--- config.mk ---
export PLATFORM = sky130hd
export DESIGN_NAME = pipe_if_id_buf
export DESIGN_NICKNAME = d
export VERILOG_FILES = /design/src/rtl/pipe_if_id_buf.sv
export SDC_FILE = /design/constraint.sdc
export NUM_CORES = 1
export LEC_CHECK = 0
export CORE_ASPECT_RATIO = 0.8
export CORE_MARGIN = 2
export CORE_UTILIZATION = 54
export DETAILED_ROUTE_END_ITERATION = 12
export GPL_ROUTABILITY_DRIVEN = 0
export PLACE_DENSITY = 0.85
export SYNTH_ARGS = -nofsm -noshare
export SYNTH_HDL_FRONTEND = slang
export SYNTH_SLANG_ARGS = --single-unit
--- constraint.sdc ---
create_clock -name clk -period 11.8 [get_ports clk]
set_input_delay 3.54 -clock clk [delete_from_list [all_inputs] [get_ports clk]]
set_output_delay 3.54 -clock clk [all_outputs]
set_load 0.005 [all_outputs]
--- src/rtl/pipe_if_id_buf.sv ---
// IF/ID boundary skid FIFO: buffers {pc, pc4, instr, exc} between fetch and decode.
// in_ready depends only on registered occupancy, so an ID stall never reaches the PC mux combinationally.
module pipe_if_id_buf #(
  parameter int          DEPTH    = 2,
  parameter logic [31:0] NOP_WORD = 32'h00000000
) (
  input  logic                       clk,
  input  logic                       rst,
  input  logic [31:0]                in_pc,
  input  logic [31:0]                in_pc4,
  input  logic [31:0]                in_instr,
  input  logic                       in_valid,
  output logic                       in_ready,
  input  logic                       flush,
  output logic [31:0]                out_pc,
  output logic [31:0]                out_pc4,
  output logic [31:0]                out_instr,
  output logic                       out_valid,
  output logic                       out_exc,
  input  logic                       id_ready,
  output logic [$clog2(DEPTH):0]     occupancy
);

  localparam int AW = $clog2(DEPTH);
  localparam int CW = AW + 1;
  localparam logic [CW-1:0] FULL_CNT = CW'(DEPTH);

  logic [31:0]   r_pc    [DEPTH];
  logic [31:0]   r_pc4   [DEPTH];
  logic [31:0]   r_instr [DEPTH];
  logic          r_exc   [DEPTH];
  logic [AW-1:0] r_rd;
  logic [AW-1:0] r_wr;
  logic [CW-1:0] r_occ;

  logic w_full;
  logic w_empty;
  logic w_push;
  logic w_pop;
  logic w_in_exc;

  assign w_full   = (r_occ == FULL_CNT);
  assign w_empty  = (r_occ == '0);
  assign w_push   = in_valid & ~w_full & ~flush;
  assign w_pop    = ~w_empty & id_ready & ~flush;
  assign w_in_exc = (in_pc[1:0] != 2'b00);

  assign in_ready  = ~w_full;
  assign occupancy = r_occ;
  assign out_valid = ~w_empty;
  assign out_pc    = r_pc[r_rd];
  assign out_pc4   = r_pc4[r_rd];
  assign out_exc   = ~w_empty & r_exc[r_rd];
  assign out_instr = (w_empty | r_exc[r_rd]) ? NOP_WORD : r_instr[r_rd];

  // Faulted fetches are stored as NOP so a bad imem word can never reach decode.
  always_ff @(posedge clk or posedge rst) begin
    if (rst) begin
      for (int i = 0; i < DEPTH; i++) begin
        r_pc[i]    <= '0;
        r_pc4[i]   <= '0;
        r_instr[i] <= NOP_WORD;
        r_exc[i]   <= 1'b0;
      end
    end else if (w_push) begin
      r_pc[r_wr]    <= in_pc;
      r_pc4[r_wr]   <= in_pc4;
      r_instr[r_wr] <= w_in_exc ? NOP_WORD : in_instr;
      r_exc[r_wr]   <= w_in_exc;
    end
  end

  always_ff @(posedge clk or posedge rst) begin
    if (rst) begin
      r_rd  <= '0;
      r_wr  <= '0;
      r_occ <= '0;
    end else if (flush) begin
      r_rd  <= '0;
      r_wr  <= '0;
      r_occ <= '0;
    end else begin
      if (w_push) r_wr <= r_wr + AW'(1);
      if (w_pop)  r_rd <= r_rd + AW'(1);
      case ({w_push, w_pop})
        2'b10:   r_occ <= r_occ + CW'(1);
        2'b01:   r_occ <= r_occ - CW'(1);
        default: r_occ <= r_occ;
      endcase
    end
  end

endmodule
==> impl_metrics.json <==
{
  "final_core_util_pct": 73.1,
  "syn_avg_cell_area_um2": 14.4,
  "fillers": 1027,
  "portBuffers": 201,
  "dp_hpwl_mm": 13.0,
  "combPwrFrac_pct": 23.1,
  "core_area_um2": 15900,
  "finalCritPeriodShare_pct": 58.0,
  "clock_path_buffers": 2,
  "syn-cell-area_um2": 8870,
  "hold_path.class": "flop to flop",
  "rrSetupSlack_ns": 8.97,
  "path_cells": "mux2i_1 -> nand2_1 -> nor2_1 -> clkdlybuf4s50_1",
  "critPathSlowestCell": "dfrtp_4",
  "seq_area_um2": 4960,
  "regToRegStartpoint": "occupancy[1]",
  "holdCritStartpoint": "r_instr[40]",
  "vias": 5609,
  "crit_path_start_kind": "flop",
  "grtUsageTotal_pct": 23.3,
  "critical_path_required_ns": 8.26,
  "fmax_ghz": 0.146,
  "cp.arrival_ns": 3.30,
  "drt_iter0_drc": 258,
  "report.final.slew_viol_count": 0,
  "drcViolationCount": 0,
  "cts_resized": 0,
  "p_int_mw": 1.44,
  "min_period_ns": 6.84,
  "rows": 41,
  "final_nets": 907,
  "ys_types": 25,
  "worst_slew_pin_slew_ns": 1.30,
  "final.setup.tns_ns": 0,
  "cts_max_level": 4,
  "p_seq_share_pct": 46.7,
  "drt_pass1_iterations": 6,
  "ys_ff_latch": 198,
  "overflow": 0,
  "placed_area_um2": 11000,
  "cp_max_fo": 45,
  "fin_worst_skew_ns": 0.00465,
  "p_leak_nw": 4.95,
  "clkSinkCount": 198,
  "n_antenna_cell": 0,
  "ir_drop_mv": 0.108,
  "power_density_nw_per_um2": 165,
  "yosys_warnings": 0,
  "finalHoldViolCount": 0,
  "end_kind": "output pin",
  "clk_latency_ns": 0.42,
  "relSlewSlack_pct": 13.2,
  "synthCells": 618,
  "grt_max_degree": 122,
  "die_h_um": 119,
  "timing_worst_setup_path_type": "flop to output pin",
  "die_w_um": 147,
  "maxCapViolCount": 0,
  "crit_start": "r_rd",
  "rsz0062_at_grt": "no",
  "vias_per_cell": 5.42,
  "wl_per_cell_um": 19.0,
  "syn-num-nets": 719,
  "cts-root-buf": "clkbuf_16",
  "switchingPower_uw": 474,
  "grt_pass1_wl_mm": 32.1,
  "cts_made_buffers": 17,
  "grt_pass1_vias": 6162,
  "wl_mm": 19.7,
  "final_layout_size_suffix_gt1_share_pct": 33.1,
  "antenna_found_initial": 0,
  "outcome": "finished clean",
  "final_antenna_net_count": 0,
  "cpPeakStageDelay_ns": 0.93,
  "swShare_pct": 24.8,
  "multi_input_area_um2": 3720,
  "power.share.clock_pct": 30.2,
  "path_clk_slew_ns": 0.07,
  "fin_area_um2": 11600,
  "start_util_pct": 55.8,
  "cts_tree": "yes",
  "setup_violations": 0,
  "die_area_um2": 17500,
  "syn2layout_area_growth_pct": 31.0,
  "postCtsHoldBufs": 0,
  "io_pins": 202,
  "cts_setup_buffers": 0,
  "seq_area_frac_synth_pct": 55.9
}
-- final cells by class --
class                      count  share of cell area [%]
sequential                   198                    42.7
multi-input combinational    377                    32.0
timing repair buffer         206                    17.6
clock buffer                  21                    4.05
tap                          215                    2.32
clock inverter                11                    1.06
inverter                       6                   0.258
-- cells by family (layout without fill, tap and decap cells) --
logic type	Yosys count	count (layout)	share of synthesized area, %
mux	292	292	36.6
flops	198	198	55.9
simple gates	76	76	4.64
buf+inv	43	244	2.31
compound gates	8	8	0.508
xor+xnor	1	1	0.0988
-- layout by cell type, fill, tap and decap left out, drive strengths merged --
cell,count
a21o,1
a21oi,4
and2,32
buf,5
bufinv,2
clkbuf,21
clkdlybuf4s50,201
clkinv,6
clkinvlp,1
dfrtp,198
inv,8
mux2,256
mux2i,36
nand2,1
nand3b,1
nand4b,1
nor2,36
nor2b,1
nor3b,1
nor4,1
o211ai,1
o21ai,2
or2,1
or3,1
xor2,1
-- layer usage --
metal / wire length, um / up-vias / GRT usage, % / part of all wire (%)
met4: 276 / 0 / 6.67 / 1.4
met5: 0 / - / 0 / 0
li1: - / 2545 / - / -
met2: 9720 / 161 / 38.8 / 49
met3: 1170 / 25 / 6.45 / 6.0
met1: 8530 / 2878 / 30.2 / 43
-- worst max-delay path: cells and delay by family (launching register included) --
kind | cells | cell delay [ns]
buffers and inverters | 1 | 0.57
flip-flops | 1 | 0.93
multiplexers | 1 | 0.32
AND/OR/NAND/NOR | 2 | 1.05
-- through the flow --
stage	std cells	total power [mW]	setup WS (ns)	hold slack [ns]
final	1034	1.91	4.96	0.486
after global routing	1034	2.01	4.80	0.504
after CTS	1034	1.93	4.96	0.489
after detailed placement	1002	1.35	5.43	0.474
after global placement	1002	1.32	5.62	0.466
after floorplan	618	1.13	2.86	0.457
-- worst paths after layout --
kind | to | cells past startpoint
worst max-delay path | out_instr[26] | 4
worst min-delay path | r_instr[40] | 1
worst max register to register | r_instr[21] | 5
worst min register to register | r_instr[40] | 1
max in group asynchronous | r_instr[25] | 3
min in group asynchronous | r_pc[28] | 2
-- sequential cells by signal, summed over array words and instances, names as in the netlist --
signal / count
r_wr: 1
occupancy: 2
r_instr: 64
r_pc: 64
r_rd: 1
r_exc: 2
r_pc4: 64
-- Yosys cell counts (all sizes together) --
library cell | n | area [um2]
o211ai | 1 | 7.51
xor2 | 1 | 8.76
nand3b | 1 | 7.51
clkbuf | 10 | 37.5
dfrtp | 198 | 4950
or3 | 1 | 6.26
nor2 | 36 | 135
nor3b | 1 | 7.51
buf | 27 | 145
o21ai | 2 | 10.0
nor4 | 1 | 21.3
inv | 6 | 22.5
a21o | 1 | 7.51
nand4b | 1 | 15.0
or2 | 1 | 6.26
and2 | 32 | 200
mux2i | 36 | 360
a21oi | 4 | 20.0
nand2 | 1 | 3.75
nor2b | 1 | 8.76
mux2 | 256 | 2880
-- power groups by stage --
stage	registers [mW]	clock network, mW	logic (mW)
2_1_floorplan	0.872	0	0.253
3_3_place_gp	0.889	0	0.428
3_5_place_dp	0.904	0	0.443
4_1_cts	0.892	0.591	0.448
5_1_grt	0.909	0.620	0.476
6_report	0.893	0.579	0.442
No activity file was read; power rests on OpenSTA's default activity.
